$ cat src/rtl/npu_sram_pkg.sv
// Shared definitions for the output-SRAM read path.
// Contents:
//   SramMaxAddrWidth, SramWidthO, SramLenWidth  default widths for the read port
//   rd_state_e                                  burst sequencer state encoding
package npu_sram_pkg;

  localparam int unsigned SramMaxAddrWidth = 13;
  localparam int unsigned SramWidthO       = 8;
  // One extra bit so a burst can cover the whole address space.
  localparam int unsigned SramLenWidth     = SramMaxAddrWidth + 1;

  typedef enum logic [1:0] {
    StIdle  = 2'd0,
    StBurst = 2'd1,
    StDrain = 2'd2
  } rd_state_e;

endpackage

$ cat src/rtl/rd_skid_fifo2.sv
// Two-entry FIFO used as the response skid buffer of the output-SRAM reader.
// Ports:
//   clk, rst    clock and synchronous active-high reset
//   push        write push_data this cycle (caller guarantees room, or a same-cycle pop)
//   push_data   entry to store
//   pop         consume the head entry (ignored while empty)
//   pop_data    head entry, held stable until popped
//   count       number of stored entries (0..2)
//   full        two entries stored
//   empty       no entries stored
module rd_skid_fifo2 #(
  parameter int unsigned WIDTH = 8
) (
  input  logic             clk,
  input  logic             rst,
  input  logic             push,
  input  logic [WIDTH-1:0] push_data,
  input  logic             pop,
  output logic [WIDTH-1:0] pop_data,
  output logic [1:0]       count,
  output logic             full,
  output logic             empty
);

  logic [WIDTH-1:0] mem_q [2];
  logic             wr_ptr_q;
  logic             rd_ptr_q;
  logic [1:0]       count_q;
  logic             do_pop;

  assign do_pop   = pop && (count_q != 2'd0);
  assign pop_data = mem_q[rd_ptr_q];
  assign count    = count_q;
  assign full     = (count_q == 2'd2);
  assign empty    = (count_q == 2'd0);

  always_ff @(posedge clk) begin
    if (rst) begin
      mem_q[0] <= '0;
      mem_q[1] <= '0;
      wr_ptr_q <= 1'b0;
      rd_ptr_q <= 1'b0;
      count_q  <= 2'd0;
    end else begin
      // When full, a push is only legal alongside a pop; it lands in the slot being freed.
      if (push) begin
        mem_q[wr_ptr_q] <= push_data;
        wr_ptr_q        <= ~wr_ptr_q;
      end
      if (do_pop) begin
        rd_ptr_q <= ~rd_ptr_q;
      end
      count_q <= count_q + {1'b0, push} - {1'b0, do_pop};
    end
  end

endmodule

$ cat src/rtl/sram_out_rd_arbiter.sv
// Round-robin arbiter and burst sequencer for the single read port of the output SRAM.
// Each requester posts a burst (base, len); one SRAM read is issued per cycle and the words
// come back through a 2-entry skid buffer tagged with the owner id and a last flag.
// Ports:
//   clk, rst           clock and synchronous active-high reset
//   req_valid          per-requester burst request
//   req_ready          one-cycle one-hot accept pulse
//   req_base, req_len  packed per-requester start address / length (requester i at slice i)
//   sram_out_en        SRAM read enable
//   sram_out_addr      SRAM read address (0 when not reading)
//   sram_out_data_out  SRAM read data, valid the cycle after sram_out_en
//   rsp_valid          response word available
//   rsp_ready          response word consumed
//   rsp_data           response word
//   rsp_id             requester owning rsp_data
//   rsp_last           final word of the burst
//   busy               sequencer not idle
module sram_out_rd_arbiter
  import npu_sram_pkg::*;
#(
  parameter int unsigned NUM_REQ        = 2,
  parameter int unsigned MAX_ADDR_WIDTH = SramMaxAddrWidth,
  parameter int unsigned SRAM_WIDTH_O   = SramWidthO,
  parameter int unsigned LEN_WIDTH      = SramLenWidth
) (
  input  logic                              clk,
  input  logic                              rst,
  input  logic [NUM_REQ-1:0]                req_valid,
  output logic [NUM_REQ-1:0]                req_ready,
  input  logic [NUM_REQ*MAX_ADDR_WIDTH-1:0] req_base,
  input  logic [NUM_REQ*LEN_WIDTH-1:0]      req_len,
  output logic                              sram_out_en,
  output logic [MAX_ADDR_WIDTH-1:0]         sram_out_addr,
  input  logic [SRAM_WIDTH_O-1:0]           sram_out_data_out,
  output logic                              rsp_valid,
  input  logic                              rsp_ready,
  output logic [SRAM_WIDTH_O-1:0]           rsp_data,
  output logic [$clog2(NUM_REQ)-1:0]        rsp_id,
  output logic                              rsp_last,
  output logic                              busy
);

  localparam int unsigned IdW    = $clog2(NUM_REQ);
  localparam int unsigned EntryW = IdW + 1 + SRAM_WIDTH_O;

  function automatic logic [IdW-1:0] ptr_inc(input logic [IdW-1:0] p);
    if (p == IdW'(NUM_REQ - 1)) return '0;
    return p + IdW'(1);
  endfunction

  rd_state_e                 state_q;
  logic [NUM_REQ-1:0]        req_ready_q;
  logic [IdW-1:0]            rr_ptr_q;
  logic [IdW-1:0]            id_q;
  logic [MAX_ADDR_WIDTH-1:0] base_q;
  logic [LEN_WIDTH-1:0]      len_q;
  logic [LEN_WIDTH-1:0]      issued_q;
  logic                      inflight_q;
  logic                      inflight_last_q;
  logic [IdW-1:0]            inflight_id_q;

  // Round-robin scan starting at rr_ptr_q.
  logic           grant_found;
  logic [IdW-1:0] grant_idx;
  logic [IdW:0]   scan_sum;

  always_comb begin
    grant_found = 1'b0;
    grant_idx   = '0;
    scan_sum    = '0;
    for (int unsigned i = 0; i < NUM_REQ; i++) begin
      scan_sum = {1'b0, rr_ptr_q} + (IdW + 1)'(i);
      if (scan_sum >= (IdW + 1)'(NUM_REQ)) begin
        scan_sum = scan_sum - (IdW + 1)'(NUM_REQ);
      end
      if (!grant_found && req_valid[scan_sum[IdW-1:0]]) begin
        grant_found = 1'b1;
        grant_idx   = scan_sum[IdW-1:0];
      end
    end
  end

  logic [MAX_ADDR_WIDTH-1:0] sel_base;
  logic [LEN_WIDTH-1:0]      sel_len;

  assign sel_base = req_base[grant_idx * MAX_ADDR_WIDTH +: MAX_ADDR_WIDTH];
  assign sel_len  = req_len[grant_idx * LEN_WIDTH +: LEN_WIDTH];

  // Skid buffer and credit accounting.
  logic [1:0]        fifo_count;
  logic              fifo_full;
  logic              fifo_empty;
  logic              fifo_pop;
  logic              fifo_push;
  logic [EntryW-1:0] fifo_rdata;
  logic [2:0]        occupancy;
  logic              issue;
  logic              issue_last;

  assign fifo_pop  = rsp_ready && !fifo_empty;
  assign fifo_push = inflight_q && (!fifo_full || fifo_pop);

  // Words already held or in flight, net of the one leaving this cycle. Counting the
  // departing word keeps a 1 word/cycle stream going with only two buffer slots.
  assign occupancy  = {1'b0, fifo_count} + {2'b00, inflight_q} - {2'b00, fifo_pop};
  assign issue      = (state_q == StBurst) && (issued_q < len_q) && (occupancy < 3'd2);
  assign issue_last = issue && (issued_q == len_q - LEN_WIDTH'(1));

  assign sram_out_en   = issue;
  assign sram_out_addr = issue ? base_q + issued_q[MAX_ADDR_WIDTH-1:0] : '0;

  always_ff @(posedge clk) begin
    if (rst) begin
      state_q         <= StIdle;
      req_ready_q     <= '0;
      rr_ptr_q        <= '0;
      id_q            <= '0;
      base_q          <= '0;
      len_q           <= '0;
      issued_q        <= '0;
      inflight_q      <= 1'b0;
      inflight_last_q <= 1'b0;
      inflight_id_q   <= '0;
    end else begin
      req_ready_q     <= '0;
      inflight_q      <= issue;
      inflight_last_q <= issue_last;
      inflight_id_q   <= id_q;
      case (state_q)
        StIdle: begin
          // Skip the cycle showing an accept pulse so the accepted requester can drop valid.
          if (grant_found && (req_ready_q == '0)) begin
            req_ready_q[grant_idx] <= 1'b1;
            base_q                 <= sel_base;
            len_q                  <= sel_len;
            id_q                   <= grant_idx;
            issued_q               <= '0;
            if (sel_len == '0) begin
              rr_ptr_q <= ptr_inc(grant_idx);
            end else begin
              state_q <= StBurst;
            end
          end
        end
        StBurst: begin
          if (issue) begin
            issued_q <= issued_q + LEN_WIDTH'(1);
            if (issue_last) state_q <= StDrain;
          end
        end
        StDrain: begin
          if (!inflight_q && fifo_empty) begin
            rr_ptr_q <= ptr_inc(id_q);
            state_q  <= StIdle;
          end
        end
        default: state_q <= StIdle;
      endcase
    end
  end

  rd_skid_fifo2 #(
    .WIDTH(EntryW)
  ) u_skid (
    .clk      (clk),
    .rst      (rst),
    .push     (fifo_push),
    .push_data({inflight_id_q, inflight_last_q, sram_out_data_out}),
    .pop      (fifo_pop),
    .pop_data (fifo_rdata),
    .count    (fifo_count),
    .full     (fifo_full),
    .empty    (fifo_empty)
  );

  assign req_ready                    = req_ready_q;
  assign rsp_valid                    = !fifo_empty;
  assign {rsp_id, rsp_last, rsp_data} = fifo_rdata;
  assign busy                         = (state_q != StIdle);

endmodule

$ cat config.mk
export PLATFORM = sky130hd
export DESIGN_NAME = sram_out_rd_arbiter
export DESIGN_NICKNAME = d
export VERILOG_FILES = /design/src/rtl/npu_sram_pkg.sv /design/src/rtl/rd_skid_fifo2.sv /design/src/rtl/sram_out_rd_arbiter.sv
export SDC_FILE = /design/constraint.sdc
export NUM_CORES = 1
export LEC_CHECK = 0
export ABC_CLOCK_PERIOD_IN_PS = 3000
export CAP_MARGIN = 20
export CORE_MARGIN = 2
export CORE_UTILIZATION = 28
export DETAILED_ROUTE_END_ITERATION = 10
export PLACE_DENSITY = 0.53
export SETUP_SLACK_MARGIN = 0.02
export SLEW_MARGIN = 20
export SYNTH_ARGS = -nofsm -noshare
export SYNTH_HDL_FRONTEND = slang
export SYNTH_HIERARCHICAL = 1
export SYNTH_SLANG_ARGS = --single-unit
export TNS_END_PERCENT = 5
$ cat constraint.sdc
create_clock -name clk -period 3 [get_ports clk]
set_input_delay 0.3 -clock clk [delete_from_list [all_inputs] [get_ports clk]]
set_output_delay 0.3 -clock clk [all_outputs]
set_load 0.005 [all_outputs]
After elaboration in Yosys (flattened, before gate mapping)
Memories as Yosys holds them, arrays and structs flattened. A register that Yosys moved wholly into a read port is not among the register bits.
Index checks and enable logic that the tools add are counted.
{"block": "classes", "add_sub_neg": 12, "mul": 2, "order_cmp": 8, "n_eq_ne": 10, "n_shift": 2, "mux": 49, "bitwise": 4, "n_reduce_logical": 29}
{"cell": "$mux W1", "count": 36}
{"cell": "$mux W14", "count": 2}
{"cell": "$pmux W14 S2", "count": 1}
{"cell": "$shiftx A28 B6 Y14", "count": 1}
{"cell": "$shiftx A26 B6 Y13", "count": 1}
{"cell": "$add A14 B1 Y14 const B", "count": 1}
{"cell": "$eq A14 B14 Y1", "count": 1}
{"cell": "$logic_not A14 Y1", "count": 1}
{"cell": "$lt A14 B14 Y1", "count": 1}
{"cell": "$sub A14 B1 Y14 const B", "count": 1}
{"cell": "$add A13 B13 Y13", "count": 1}
{"cell": "$mux W13", "count": 1}
{"cell": "$ne A2 B2 Y1 const B", "count": 6}
{"cell": "$logic_and A1 B1 Y1", "count": 10}
{"cell": "$mux W10", "count": 1}
{"cell": "$mux W2", "count": 5}
{"cell": "$reduce_or A10 Y1", "count": 1}
{"cell": "$reduce_bool A2 Y1", "count": 4}
{"cell": "$logic_not A2 Y1", "count": 3}
{"cell": "$lt A1 B2 Y1 const B", "count": 3}
{"cell": "$pmux W2 S3", "count": 1}
{"cell": "$mul A1 B4 Y5 const B", "count": 1}
{"cell": "$reduce_and A5 Y1", "count": 1}
{"cell": "$eq A2 B2 Y1 const B", "count": 2}
{"cell": "22 further kinds", "count": 30}
{"block": "totals", "ff_bits": 54, "mem_bits_rw": 20, "elab_cells": 130, "mem_count": 1}
{"name": "u_skid.mem_q", "words": 2, "word_bits": 10, "read_ports": 1, "rd_clocked_by_memory_dff": 1, "wr": 2, "line_no": "rd_skid_fifo2.sv:25", "rtl": "logic [WIDTH-1:0] mem_q [2];"}

Depth between registers and ports, before layout
{"block": "logic_depth", "depth_word": 19, "depth_mapped": 14, "ltp_nobuf": 13}

Hierarchy
The synthesis kept the hierarchy.
{"module": "sram_out_rd_arbiter", "n_inst": 1, "cells_per_inst": 443, "area_per_inst_um2": 3658.5, "seq_area_each_um2": 1001.0}
{"module": "rd_skid_fifo2", "n_inst": 1, "cells_per_inst": 89, "area_per_inst_um2": 1133.6, "seq_area_each_um2": 700.7}

Worst setup path after synthesis
No wires, ideal clock.
{"block": "synth_timing", "path_type": "reg-to-output", "from": "reg u_skid.count_q[1] (netlist: u_skid/count[1])", "to": "out sram_out_addr[4]", "t_arrival_ns": 2.849, "setup_slack_ns": -0.149, "stages_incl_launch_ff": 13, "path_cell_list": "dfxtp_1 nor2_1 nor2b_1 ha_1 nor2b_1 fa_1 or4b_1 a21oi_1 o2111a_1 o21ai_1 clkbuf_1 clkbuf_1 nor3b_1"}
{"block": "synth_between", "elab_chain_cells": 7, "word_cells_on_any_way": 8}
{"element": "start: declaration", "line_no": "rd_skid_fifo2.sv:28", "rtl": "logic [1:0] count_q;"}
{"element": "start signal: assignment", "line_no": "rd_skid_fifo2.sv:53", "rtl": "count_q <= count_q + {1'b0, push} - {1'b0, do_pop};"}
{"element": "$logic_not A2 Y1", "line_no": "rd_skid_fifo2.sv:35", "rtl": "assign empty = (count_q == 2'd0);"}
{"element": "net fifo_empty", "line_no": "sram_out_rd_arbiter.sv:92", "rtl": "logic fifo_empty;"}
{"element": "$logic_not A1 Y1", "line_no": "sram_out_rd_arbiter.sv:100", "rtl": "assign fifo_pop = rsp_ready && !fifo_empty;"}
{"element": "$logic_and A1 B1 Y1", "line_no": "sram_out_rd_arbiter.sv:100"}
{"element": "net fifo_pop", "line_no": "sram_out_rd_arbiter.sv:93", "rtl": "logic fifo_pop;"}
{"element": "$sub A3 B1 Y3", "line_no": "sram_out_rd_arbiter.sv:105", "rtl": "assign occupancy = {1'b0, fifo_count} + {2'b00, inflight_q} - {2'b00, fifo_pop};"}
{"element": "$lt A3 B2 Y1", "line_no": "sram_out_rd_arbiter.sv:106", "rtl": "assign issue = (state_q == StBurst) && (issued_q < len_q) && (occupancy < 3'd2);"}
{"element": "$logic_and A1 B1 Y1", "line_no": "sram_out_rd_arbiter.sv:106"}
{"element": "$mux W13", "line_no": "sram_out_rd_arbiter.sv:110", "rtl": "assign sram_out_addr = issue ? base_q + issued_q[MAX_ADDR_WIDTH-1:0] : '0;"}
{"element": "end: declaration", "line_no": "sram_out_rd_arbiter.sv:33", "rtl": "output logic [MAX_ADDR_WIDTH-1:0] sram_out_addr,"}
The timed path passes the listed nets, and every way through them passes these cells.

Worst setup path in the final report
{"block": "layout_timing", "from": "reg u_skid.count_q[0] (netlist: u_skid/count[0])", "to": "out sram_out_addr[11]"}
The elaborated chain is that of the path after synthesis.

==> flow_metrics.env <==
export IMPL_outcome="finished with violations"
export IMPL_syn_nets=632
export IMPL_dieArea_sq_um=18180
export IMPL_fill_cells=1617
export IMPL_violations="setup timing"
export IMPL_cts_buffers=9
export IMPL_hpwl_mm=9.962
export IMPL_area_delta_synth_final_pct=39.79
export IMPL_grt_pass1_vias=4245
export IMPL_clk_pin_slew_ns=0.06
export IMPL_coreArea_sq_um=16640
export IMPL_drv_cap=0
export IMPL_die_h_um=134.8
export IMPL_syn_area_per_cell_sq_um=9.008
export IMPL_io_buffer_count=94
export IMPL_drv_slew=0
export IMPL_cts_max_path_buffers=2
export IMPL_syn_inst=532
export IMPL_setup_tns_final_ns=-6.218
export IMPL_synthArstFlopShare_pct=0
export IMPL_setup_violations=26
export IMPL_setup_ws_ns=-0.3986
export IMPL_initial_core_util_pct=28.79
export IMPL_yosys_area_top_type="dfxtp_1"
export IMPL_synth_top_area_share_pct=22.98
export IMPL_synth_seq_cells=75
export IMPL_first_pass_iters=4
export IMPL_grt_overflow=0
export IMPL_final_nets=759
export IMPL_rows=47
export IMPL_cts_root_buf="clkbuf_16"
export IMPL_ir_drop_v=0.0002941
export IMPL_yosys_warnings=6
export IMPL_yosys_most_used_dff="dfxtp_1"
export IMPL_cts_hold_fix_buffers=0
export IMPL_critPathLaunchType="flip-flop"
export IMPL_track_usage_pct=14.97
export IMPL_final_hold_violation_count=0
export IMPL_p_leak_nw=2.794
export IMPL_worstPathRequired_ns=2.70
export IMPL_powerDensity_nw_per_um2=536.0
export IMPL_drt_total_wl_mm=12.92
export IMPL_io_pins=95
export IMPL_grt_antenna_before_repair=0
export IMPL_crit_fanout=4
export IMPL_rsz0062_at_grt="true"
export IMPL_synth_edf_count=20
export IMPL_synth_commonest_cells="nor2_1, dfxtp_1, inv_1, ha_1"
export IMPL_place_gp_congestion=0.8819
export IMPL_tightestPinTransition_ns=0.7057
export IMPL_fin_total_pwr_w=0.003591
export IMPL_grt_pass1_wl_mm=21.51
export IMPL_synth_distinct_cells=60
export IMPL_pre_cts_slack_ns=-0.9402
export IMPL_fmax_mhz=294.2
export IMPL_fin_worst_skew_ns=0.004520
export IMPL_htree_levels=3
export IMPL_slew_limit_headroom_pct=52.34
export IMPL_cp_end_kind="output pin"
export IMPL_ys_seq_area_share_pct=35.51
export IMPL_synthMostInstantiatedCell="nor2_1"
export IMPL_die_x_um=134.8
export IMPL_hold_class="flip-flop to flip-flop"
export IMPL_drc=0
export IMPL_layout_drive_gt1_share_pct=17.92
export IMPL_grt_max_degree=46
export IMPL_synth_area_leaders="dfxtp_1, edfxtp_1, ha_1, nor2_1, mux2i_1"
export IMPL_finalCritPeriodShare_pct=113.3
export IMPL_r2r_slack_ns=-0.36
export IMPL_antennaDiodeCount=0
export IMPL_clkLatencyLatePin_ns=0.34
export IMPL_post_route_util_pct=40.25
export IMPL_vias=4151
export IMPL_cts_sinks=75
export IMPL_critPathKind="flip-flop to output pin"
export IMPL_ant_nets=0
export IMPL_post_drt_via_cell_ratio=4.696
export IMPL_drt_iter0_markers=186
export IMPL_synth_area_sq_um=4792
export IMPL_wire_per_inst_um=14.61
export IMPL_cts_tree="built"
export IMPL_fin_crit_ns=3.399
export IMPL_arrival_ns=3.10
==> through the flow <==
stage	hold WS [ns]	std cells	cell area (sq um)
floorplan	0.4357	532	4807
global placement	0.4594	857	6177
detailed placement	0.4781	857	6177
CTS	0.4852	884	6664
global route	0.5172	884	6699
finish	0.4865	884	6699
==> cells in the final DEF (no fill, tap or decap), types with 13 or more instances in the layout <==
| cell type | n |
|---|---|
| buf_4 | 40 |
| mux2i_1 | 30 |
| a21oi_1 | 14 |
| dfxtp_1 | 53 |
| nand2b_1 | 21 |
| nand2_1 | 13 |
| xnor2_1 | 29 |
| buf_2 | 13 |
| a211oi_1 | 30 |
| edfxtp_1 | 20 |
| inv_1 | 32 |
| clkdlybuf4s50_1 | 78 |
| ha_1 | 30 |
| nor2_1 | 82 |
==> state kept, by name, indices dropped and copies added, names as in the netlist, 2 cells and up, named ones only <==
name,flops
state_q,2
u_skid/count,2
len_q,14
req_ready,2
u_skid/mem_q,20
base_q,13
issued_q,14
==> routing by layer <==
layer | share of wire, % | wire (um) | up-vias | GRT usage [%]
li1 | - | - | 2144 | -
met1 | 50 | 6428 | 1901 | 21.27
met2 | 45 | 5751 | 95 | 23.24
met3 | 4.6 | 589 | 11 | 2.515
met4 | 1.1 | 148 | 0 | 4.561
met5 | 0 | 0 | - | 0
==> worst paths after layout <==
path                    from                 to  cells after the start
min          u_skid/wr_ptr_q    u_skid/wr_ptr_q                      2
max          u_skid/count[0]  sram_out_addr[11]                     14
min reg2reg  u_skid/wr_ptr_q    u_skid/wr_ptr_q                      2
max reg2reg  u_skid/count[0]       issued_q[13]                     16
==> cell type report <==
class	count	area, sq um	area share (%)
clock buffer	10	232.7	3.474
tap	220	275.3	4.109
inverter	34	127.6	1.905
sequential	75	1704	25.44
timing repair buffer	140	1252	18.70
multi-input combinational	399	2994	44.70
clock inverter	6	112.6	1.681
==> critical path: stages, from the launching register on <==
cell      delay (ns)
dfxtp_2         0.35
nor2_4          0.05
nor2b_4         0.14
ha_4            0.22
nor2b_4         0.10
fa_1            0.41
or4b_4          0.49
a21oi_2         0.11
o2111a_1        0.23
o21ai_4         0.10
inv_2           0.12
buf_4           0.13
nand2_1         0.05
mux2i_1         0.12
buf_2           0.13
==> report_power, final <==
part	switching (W)	internal (W)	total (W)
Clock	0.000431	0.000824	0.00126
Combinational	0.000555	0.000582	0.00114
Sequential	0.0000644	0.00113	0.00120
Total	0.00105	0.00254	0.00359
==> kinds of logic after synthesis <==
group / share of synthesized area, %
adder cells (fa/ha/maj): 8.929
AND/OR/NAND/NOR: 20.65
multiplexers: 9.243
XOR/XNOR: 7.963
buffers and inverters: 5.065
AO/OA/AOI/OAI: 12.64
flip-flops: 35.51
==> timing repair <==
item | 4_1_cts | 5_1_grt
gates resized for setup | 81 | 13
gates cloned | 1 | 0
buffers inserted | 10 | 0
pin swaps | 17 | 5
setup endpoints to repair | 30 | 32
Power figures use the tool's default switching activity.
